==> src/rtl/pipe_stage_reg.sv <==
// Reusable pipeline stage register: valid/ready handshake, synchronous flush,
// optional two-entry skid buffer and a saturating stall counter.
module pipe_stage_reg #(
    parameter int unsigned          DATA_W   = 96,
    parameter int unsigned          CTRL_W   = 10,
    parameter logic [CTRL_W-1:0]    CTRL_RST = '0,
    parameter int unsigned          SKID     = 1,
    parameter int unsigned          CNT_W    = 16
) (
    input  logic              clk,
    input  logic              reset,
    input  logic              in_valid,
    output logic              in_ready,
    input  logic [DATA_W-1:0] in_data,
    input  logic [CTRL_W-1:0] in_ctrl,
    output logic              out_valid,
    input  logic              out_ready,
    output logic [DATA_W-1:0] out_data,
    output logic [CTRL_W-1:0] out_ctrl,
    input  logic              flush,
    input  logic              clr_cnt,
    output logic [CNT_W-1:0]  stall_cnt
);

    localparam logic [CNT_W-1:0] CNT_MAX = '1;

    logic              r_main_valid;
    logic [DATA_W-1:0] r_main_data;
    logic [CTRL_W-1:0] r_main_ctrl;
    logic              r_skid_valid;
    logic [DATA_W-1:0] r_skid_data;
    logic [CTRL_W-1:0] r_skid_ctrl;
    logic [CNT_W-1:0]  r_stall_cnt;

    logic              w_main_valid_nxt;
    logic [DATA_W-1:0] w_main_data_nxt;
    logic [CTRL_W-1:0] w_main_ctrl_nxt;
    logic              w_skid_valid_nxt;
    logic [DATA_W-1:0] w_skid_data_nxt;
    logic [CTRL_W-1:0] w_skid_ctrl_nxt;
    logic [CNT_W-1:0]  w_stall_cnt_nxt;

    logic              w_in_ready;
    logic              w_out_fire;
    logic              w_stall;

    // With a skid entry, in_ready is a pure flop output; otherwise it looks through to out_ready.
    always_comb begin
        if (SKID != 0) begin
            w_in_ready = ~r_skid_valid;
        end else begin
            w_in_ready = ~r_main_valid | out_ready;
        end
    end

    assign w_out_fire = r_main_valid & out_ready;
    assign w_stall    = r_main_valid & ~out_ready;

    // Entry next-state; an entry that goes empty reloads CTRL_RST so bubbles never write.
    always_comb begin
        w_main_valid_nxt = r_main_valid;
        w_main_data_nxt  = r_main_data;
        w_main_ctrl_nxt  = r_main_ctrl;
        w_skid_valid_nxt = r_skid_valid;
        w_skid_data_nxt  = r_skid_data;
        w_skid_ctrl_nxt  = r_skid_ctrl;

        if (flush) begin
            w_main_valid_nxt = 1'b0;
            w_main_ctrl_nxt  = CTRL_RST;
            w_skid_valid_nxt = 1'b0;
            w_skid_ctrl_nxt  = CTRL_RST;
        end else if (SKID != 0) begin
            if (r_skid_valid) begin
                // Skid only fills behind a full main, so draining main promotes the skid beat.
                if (out_ready) begin
                    w_main_valid_nxt = 1'b1;
                    w_main_data_nxt  = r_skid_data;
                    w_main_ctrl_nxt  = r_skid_ctrl;
                    w_skid_valid_nxt = 1'b0;
                    w_skid_ctrl_nxt  = CTRL_RST;
                end
            end else if (in_valid) begin
                if (!r_main_valid || out_ready) begin
                    w_main_valid_nxt = 1'b1;
                    w_main_data_nxt  = in_data;
                    w_main_ctrl_nxt  = in_ctrl;
                end else begin
                    w_skid_valid_nxt = 1'b1;
                    w_skid_data_nxt  = in_data;
                    w_skid_ctrl_nxt  = in_ctrl;
                end
            end else if (w_out_fire) begin
                w_main_valid_nxt = 1'b0;
                w_main_ctrl_nxt  = CTRL_RST;
            end
        end else begin
            if (in_valid && w_in_ready) begin
                w_main_valid_nxt = 1'b1;
                w_main_data_nxt  = in_data;
                w_main_ctrl_nxt  = in_ctrl;
            end else if (w_out_fire) begin
                w_main_valid_nxt = 1'b0;
                w_main_ctrl_nxt  = CTRL_RST;
            end
        end
    end

    // Stall counter: clear beats increment, increment saturates.
    always_comb begin
        w_stall_cnt_nxt = r_stall_cnt;
        if (clr_cnt) begin
            w_stall_cnt_nxt = '0;
        end else if (w_stall && (r_stall_cnt != CNT_MAX)) begin
            w_stall_cnt_nxt = r_stall_cnt + CNT_W'(1);
        end
    end

    always_ff @(posedge clk or posedge reset) begin
        if (reset) begin
            r_main_valid <= 1'b0;
            r_main_data  <= '0;
            r_main_ctrl  <= CTRL_RST;
            r_skid_valid <= 1'b0;
            r_skid_data  <= '0;
            r_skid_ctrl  <= CTRL_RST;
            r_stall_cnt  <= '0;
        end else begin
            r_main_valid <= w_main_valid_nxt;
            r_main_data  <= w_main_data_nxt;
            r_main_ctrl  <= w_main_ctrl_nxt;
            r_skid_valid <= w_skid_valid_nxt;
            r_skid_data  <= w_skid_data_nxt;
            r_skid_ctrl  <= w_skid_ctrl_nxt;
            r_stall_cnt  <= w_stall_cnt_nxt;
        end
    end

    assign in_ready  = w_in_ready;
    assign out_valid = r_main_valid;
    assign out_data  = r_main_data;
    assign out_ctrl  = r_main_ctrl;
    assign stall_cnt = r_stall_cnt;

endmodule

==> config.mk <==
export PLATFORM = sky130hd
export DESIGN_NAME = pipe_stage_reg
export DESIGN_NICKNAME = d
export VERILOG_FILES = /design/src/rtl/pipe_stage_reg.sv
export SDC_FILE = /design/constraint.sdc
export NUM_CORES = 1
export LEC_CHECK = 0
export CAP_MARGIN = 20
export CORE_MARGIN = 10
export CORE_UTILIZATION = 50
export CTS_CLUSTER_SIZE = 30
export DETAILED_ROUTE_END_ITERATION = 8
export PLACE_DENSITY = 0.8
export SYNTH_ARGS = -nofsm -noshare
export SYNTH_HDL_FRONTEND = slang
export SYNTH_SLANG_ARGS = --single-unit
==> constraint.sdc <==
create_clock -name clk -period 8.2 [get_ports clk]
set_input_delay 0.82 -clock clk [delete_from_list [all_inputs] [get_ports clk]]
set_output_delay 0.82 -clock clk [all_outputs]
set_load 0.1 [all_outputs]
# Word level (Yosys, flattened, before mapping)
# Index checks and enable logic that the tools add are counted.
[totals]
reg_bits = 230
latchBits = 0
ram_bits = 0
rom_bits = 0
out_inout_bits = 124
mem_count = 0
[classes]
add_sub_neg = 1
mul = 0
div_mod_pow = 0
order_cmp = 0
n_eq_ne = 5
shifts = 0
mux = 28
n_bitwise = 6
reduce_logical = 12
[op_table]
columns = ["cell", "count"]
rows = [
  ["$mux 96", 4],
  ["$mux 10", 11],
  ["$mux 16", 2],
  ["$add 16x1->16 const B", 1],
  ["$ne 16x16->1 const B", 1],
  ["$mux 1", 11],
  ["$reduce_and 4->1", 2],
  ["$ne 3x3->1 const B", 2],
  ["$reduce_and 3->1", 2],
  ["$reduce_bool 2->1", 3],
  ["$ne 4x1->1 const B", 1],
  ["$not 1->1", 4],
  ["$reduce_bool 4->1", 1],
  ["$reduce_bool 3->1", 1],
  ["$and 1x1->1", 2],
  ["$ne 2x2->1 const B", 1],
  ["$logic_and 1x1->1", 1],
  ["$logic_not 1->1", 1],
  ["$logic_or 1x1->1", 1],
]

# Longest topological paths before layout
[depth]
depth_word = 6
mapped_depth = 8

# Least setup slack after synthesis
# OpenSTA, ideal clock, no wires.
[synth_path]
path_kind = "flip-flop to flip-flop"
start = "reg r_stall_cnt[0], in the netlist stall_cnt[0]"
end = "reg r_stall_cnt[15], in the netlist stall_cnt[15]"
setup_ns = 0.078
arrival_ns = 2.289
required_ns = 8.122
path_slack_ns = 5.833
stages_incl_launch_ff = 7
n_path_buf = 1
synth_period_minus_slack_ns = 2.367
path_cell_list = "dfrtp_1 ha_1 and2_1 and3_4 buf_6 or4_1 a21oi_1"
[synth_between]
elab_chain_cells = 3
[synth_lines]
columns = ["element", "line_no", "source"]
rows = [
  ["start: declaration", "33", "logic [CNT_W-1:0] r_stall_cnt;"],
  ["start signal: assignment", "135", "r_stall_cnt <= w_stall_cnt_nxt;"],
  ["$add 16x1->16 / $ne 16x16->1 (equally long branches)", "115, 114", ""],
  ["$mux 16 / $logic_and 1x1->1 (equally long branches)", "114", "end else if (w_stall && (r_stall_cnt != CNT_MAX)) begin"],
  ["$mux 16 / $reduce_bool 2->1 (equally long branches)", "-", ""],
]
# Several ways; a longest one is shown, not always the timed one. The select of a mux whose other input is x is not followed.
# A chain may end at the register's enable or synchronous reset.

# Worst setup path in the final report
[layout_path]
start = "reg r_skid_valid"
end = "reg r_skid_data[82]"
[layout_between]
elab_chain_cells = 2
[layout_lines]
columns = ["element", "line_no", "source"]
rows = [
  ["start: declaration", "30", "logic r_skid_valid;"],
  ["start signal: assignment", "132", "r_skid_valid <= w_skid_valid_nxt;"],
  ["$not 1->1 (no source line)", "-", ""],
  ["$reduce_and 4->1 (no source line)", "-", ""],
  ["end signal: assignment", "133", "r_skid_data <= w_skid_data_nxt;"],
  ["end: declaration", "31", "logic [DATA_W-1:0] r_skid_data;"],
]
# No other way between the ends.

==> results.sh <==
export IMPL_outcome="complete, no violations"
export IMPL_slew_headroom_pct=29.2
export IMPL_die_x_um=160
export IMPL_postSynthCellCount=820
export IMPL_power_net_switching_mw=1.43
export IMPL_timing_hold_ws_ns=0.472
export IMPL_final_antenna_net_count=0
export IMPL_route_detailed_drc=0
export IMPL_final_nets=1149
export IMPL_gp_congestion=0.841
export IMPL_drive_gt1_share_pct=14.8
export IMPL_synth_warnings=0
export IMPL_insertion_delay_ns=0.50
export IMPL_post_cts_repair_setup_buffers=0
export IMPL_p_leak_nw=5.53
export IMPL_synth_edf_count=0
export IMPL_floorplan_initialDensity_pct=50.7
export IMPL_synthTopCellsByArea="dfrtp_1, mux2_2, mux2i_1, o21ai_0, nand2_1"
export IMPL_critical_path_class="flip-flop to flip-flop"
export IMPL_clkPwrFrac_pct=28.9
export IMPL_reg2regPathDepth=5
export IMPL_syn_nets=933
export IMPL_syn_area_sq_um=9830
export IMPL_antenna_found_initial=3
export IMPL_placed_cell_area_sq_um=12300
export IMPL_powerDensity_nw_per_um2=291
export IMPL_grt_setup_unrepaired="false"
export IMPL_htree_num_levels=1
export IMPL_tritoncts="done"
export IMPL_ys_seq_area_share_pct=58.6
export IMPL_combinationalPowerShare_pct=31.9
export IMPL_hold_buffers=0
export IMPL_postLayoutCellArea_sq_um=13100
export IMPL_clock_path_buffers=3
export IMPL_track_usage_pct=17.8
export IMPL_grt_first_pass_wirelength_um=38300
export IMPL_start_kind="flip-flop"
export IMPL_worstPathArrival_ns=3.96
export IMPL_required_ns=8.58
export IMPL_routed_via_density=5.23
export IMPL_ff2ff_setup_slack_ns=4.62
export IMPL_hp_start="out_ctrl[7]$_DFFE_PP0P_"
export IMPL_synth_common_cells="dfrtp_1, nand2_1, o21ai_0"
export IMPL_fin_skew_ns=0.0110
export IMPL_cts_num_sinks=230
export IMPL_synth_ff_latch_count=230
export IMPL_worst_hold_path_num_cells=2
export IMPL_numPortBuffers=235
export IMPL_hold_viol=0
export IMPL_seqPwrFrac_pct=39.2
export IMPL_slew_violations=0
export IMPL_synth_top_area_share_pct=58.6
export IMPL_cts_buffers=24
export IMPL_period_minus_slack_ns=3.58
export IMPL_coreArea_sq_um=19400
export IMPL_irDropWorstVdd_uv=209
export IMPL_avgSynthCellArea_sq_um=12.0
export IMPL_fmax_mhz=279
export IMPL_root_buffer="clkbuf_16"
export IMPL_die_area_sq_um=25700
export IMPL_synth_cell_types=42
export IMPL_syn2layout_area_growth_pct=33.4
export IMPL_path_clk_slew_ns=0.06
export IMPL_first_global_vias=7111
export IMPL_worst_pin_slew_ns=1.06
export IMPL_synth_most_common_cell="dfrtp_1"
export IMPL_dr_pass1_iters=4
export IMPL_wire_per_inst_um=17.8
export IMPL_cts_repair_resized=0
export IMPL_drt_iter0_markers=386
export IMPL_ios=236
export IMPL_post_route_period_util_pct=43.7
export IMPL_num_vias=6904
export IMPL_reg2reg_to="r_skid_data[82]$_DFFE_PP0P_"
export IMPL_dpl_hpwl_um=16100
export IMPL_critPathMaxFanout=54
export IMPL_placedCellCount=1275
export IMPL_end_kind="flip-flop"
export IMPL_grt_max_degree=101
export IMPL_worstReg2RegStart="r_skid_valid$_DFF_PP0_"
export IMPL_fin_total_pwr_mw=3.82
export IMPL_dieHeight_um=160
export IMPL_overflow=0
export IMPL_synth_flop_cell="dfrtp_1"
export IMPL_timing_max_cap_violations=0
export IMPL_switching_share_pct=37.3
export IMPL_finalSetupViolCount=0
export IMPL_fin_cells=1319
export IMPL_hold_path_class="flip-flop to flip-flop"
export IMPL_row_count=51
export IMPL_routed_wl_um=23500
export IMPL_min_to="out_ctrl[7]$_DFFE_PP0P_"
export IMPL_setup_tns_ns=0
export IMPL_yosysTopAreaCell="dfrtp_1"
export IMPL_internal_power_mw=2.40
export IMPL_synth_async_reset_ratio_pct=100
cell usage in the layout (no fill, tap or decap), drive strengths merged, types with 4 or more instances in the layout:
master / synthesis / routed
inv: 4 / 4
clkbuf: 15 / 32
clkinv: 0 / 7
o21ai: 117 / 117
clkdlybuf4s50: 0 / 235
or4: 4 / 4
nand2: 135 / 135
nor2b: 6 / 6
mux2i: 97 / 97
nor2: 10 / 10
buf: 38 / 8
a22oi: 10 / 10
dfrtp: 230 / 230
nand4: 7 / 7
o31ai: 7 / 7
mux2: 101 / 101
a21oi: 12 / 12
worst max-delay path: stages, from the launching register on:
cell     delay [ns]
dfrtp_4        1.00
nor2_1         0.34
and2_1         0.38
nand2_4        0.51
buf_4          0.69
mux2_2         0.41
cell type report:
cell class	instances	area [sq um]
tap	265	332
multi-input combinational	533	3780
antenna	2	5.00
timing repair buffer	243	2410
sequential	230	5760
inverter	4	22.5
clock buffer	32	682
clock inverter	10	125
fill	1508	6280
layer usage:
layer	routed length, um	GRT usage [%]
met5	13	0
met4	375	4.26
met3	2140	6.71
met2	10900	28.2
met1	10000	22.6
power groups by stage:
stage / registers [mW] / clock network (mW) / logic, mW
global placement: 1.50 / 0 / 1.21
CTS: 1.50 / 1.13 / 1.23
finish: 1.50 / 1.11 / 1.22
detailed placement: 1.51 / 0 / 1.23
global route: 1.52 / 1.18 / 1.28
floorplan: 2.13 / 0 / 0.271
how the worst max path moves through the flow:
| stage | from | to | slack, ns | cells after the start |
|---|---|---|---|---|
| 2_1_floorplan | reset | out_ctrl[0]$_DFFE_PP0P_ | 1.08 | 1 |
| 3_3_place_gp | flush | r_skid_data[83]$_DFFE_PP0P_ | 4.29 | 6 |
| 3_5_place_dp | flush | r_skid_data[40]$_DFFE_PP0P_ | 4.27 | 6 |
| 4_1_cts | r_skid_valid$_DFF_PP0_ | r_skid_data[40]$_DFFE_PP0P_ | 4.55 | 5 |
| 5_1_grt | r_skid_valid$_DFF_PP0_ | r_skid_data[82]$_DFFE_PP0P_ | 4.36 | 5 |
| 6_report | r_skid_valid$_DFF_PP0_ | r_skid_data[82]$_DFFE_PP0P_ | 4.62 | 5 |
flip-flops by register name, indices dropped and copies added, names as in the netlist:
name and flops:
r_skid_ctrl 10, r_skid_data 96, out_valid 1, out_ctrl 10
r_skid_valid 1, out_data 96, stall_cnt 16
metrics by stage:
stage / setup slack, ns / utilization, %
after global routing: 4.36 / 67.6
after CTS: 4.55 / 67.6
final: 4.62 / 67.6
after floorplan: 1.08 / -
after detailed placement: 4.27 / 63.4
after global placement: 4.29 / 63.4
logic make-up after synthesis:
kind of cell	count (synthesis)	share of synthesized area, %
AOI/OAI and AO/OA	154	8.53
adders and majority gates	1	0.127
buffers and inverters	57	3.00
DFF	230	58.6
muxes	198	21.4
and+or+nand+nor	180	8.34
No activity file was read; power rests on OpenSTA's default activity.
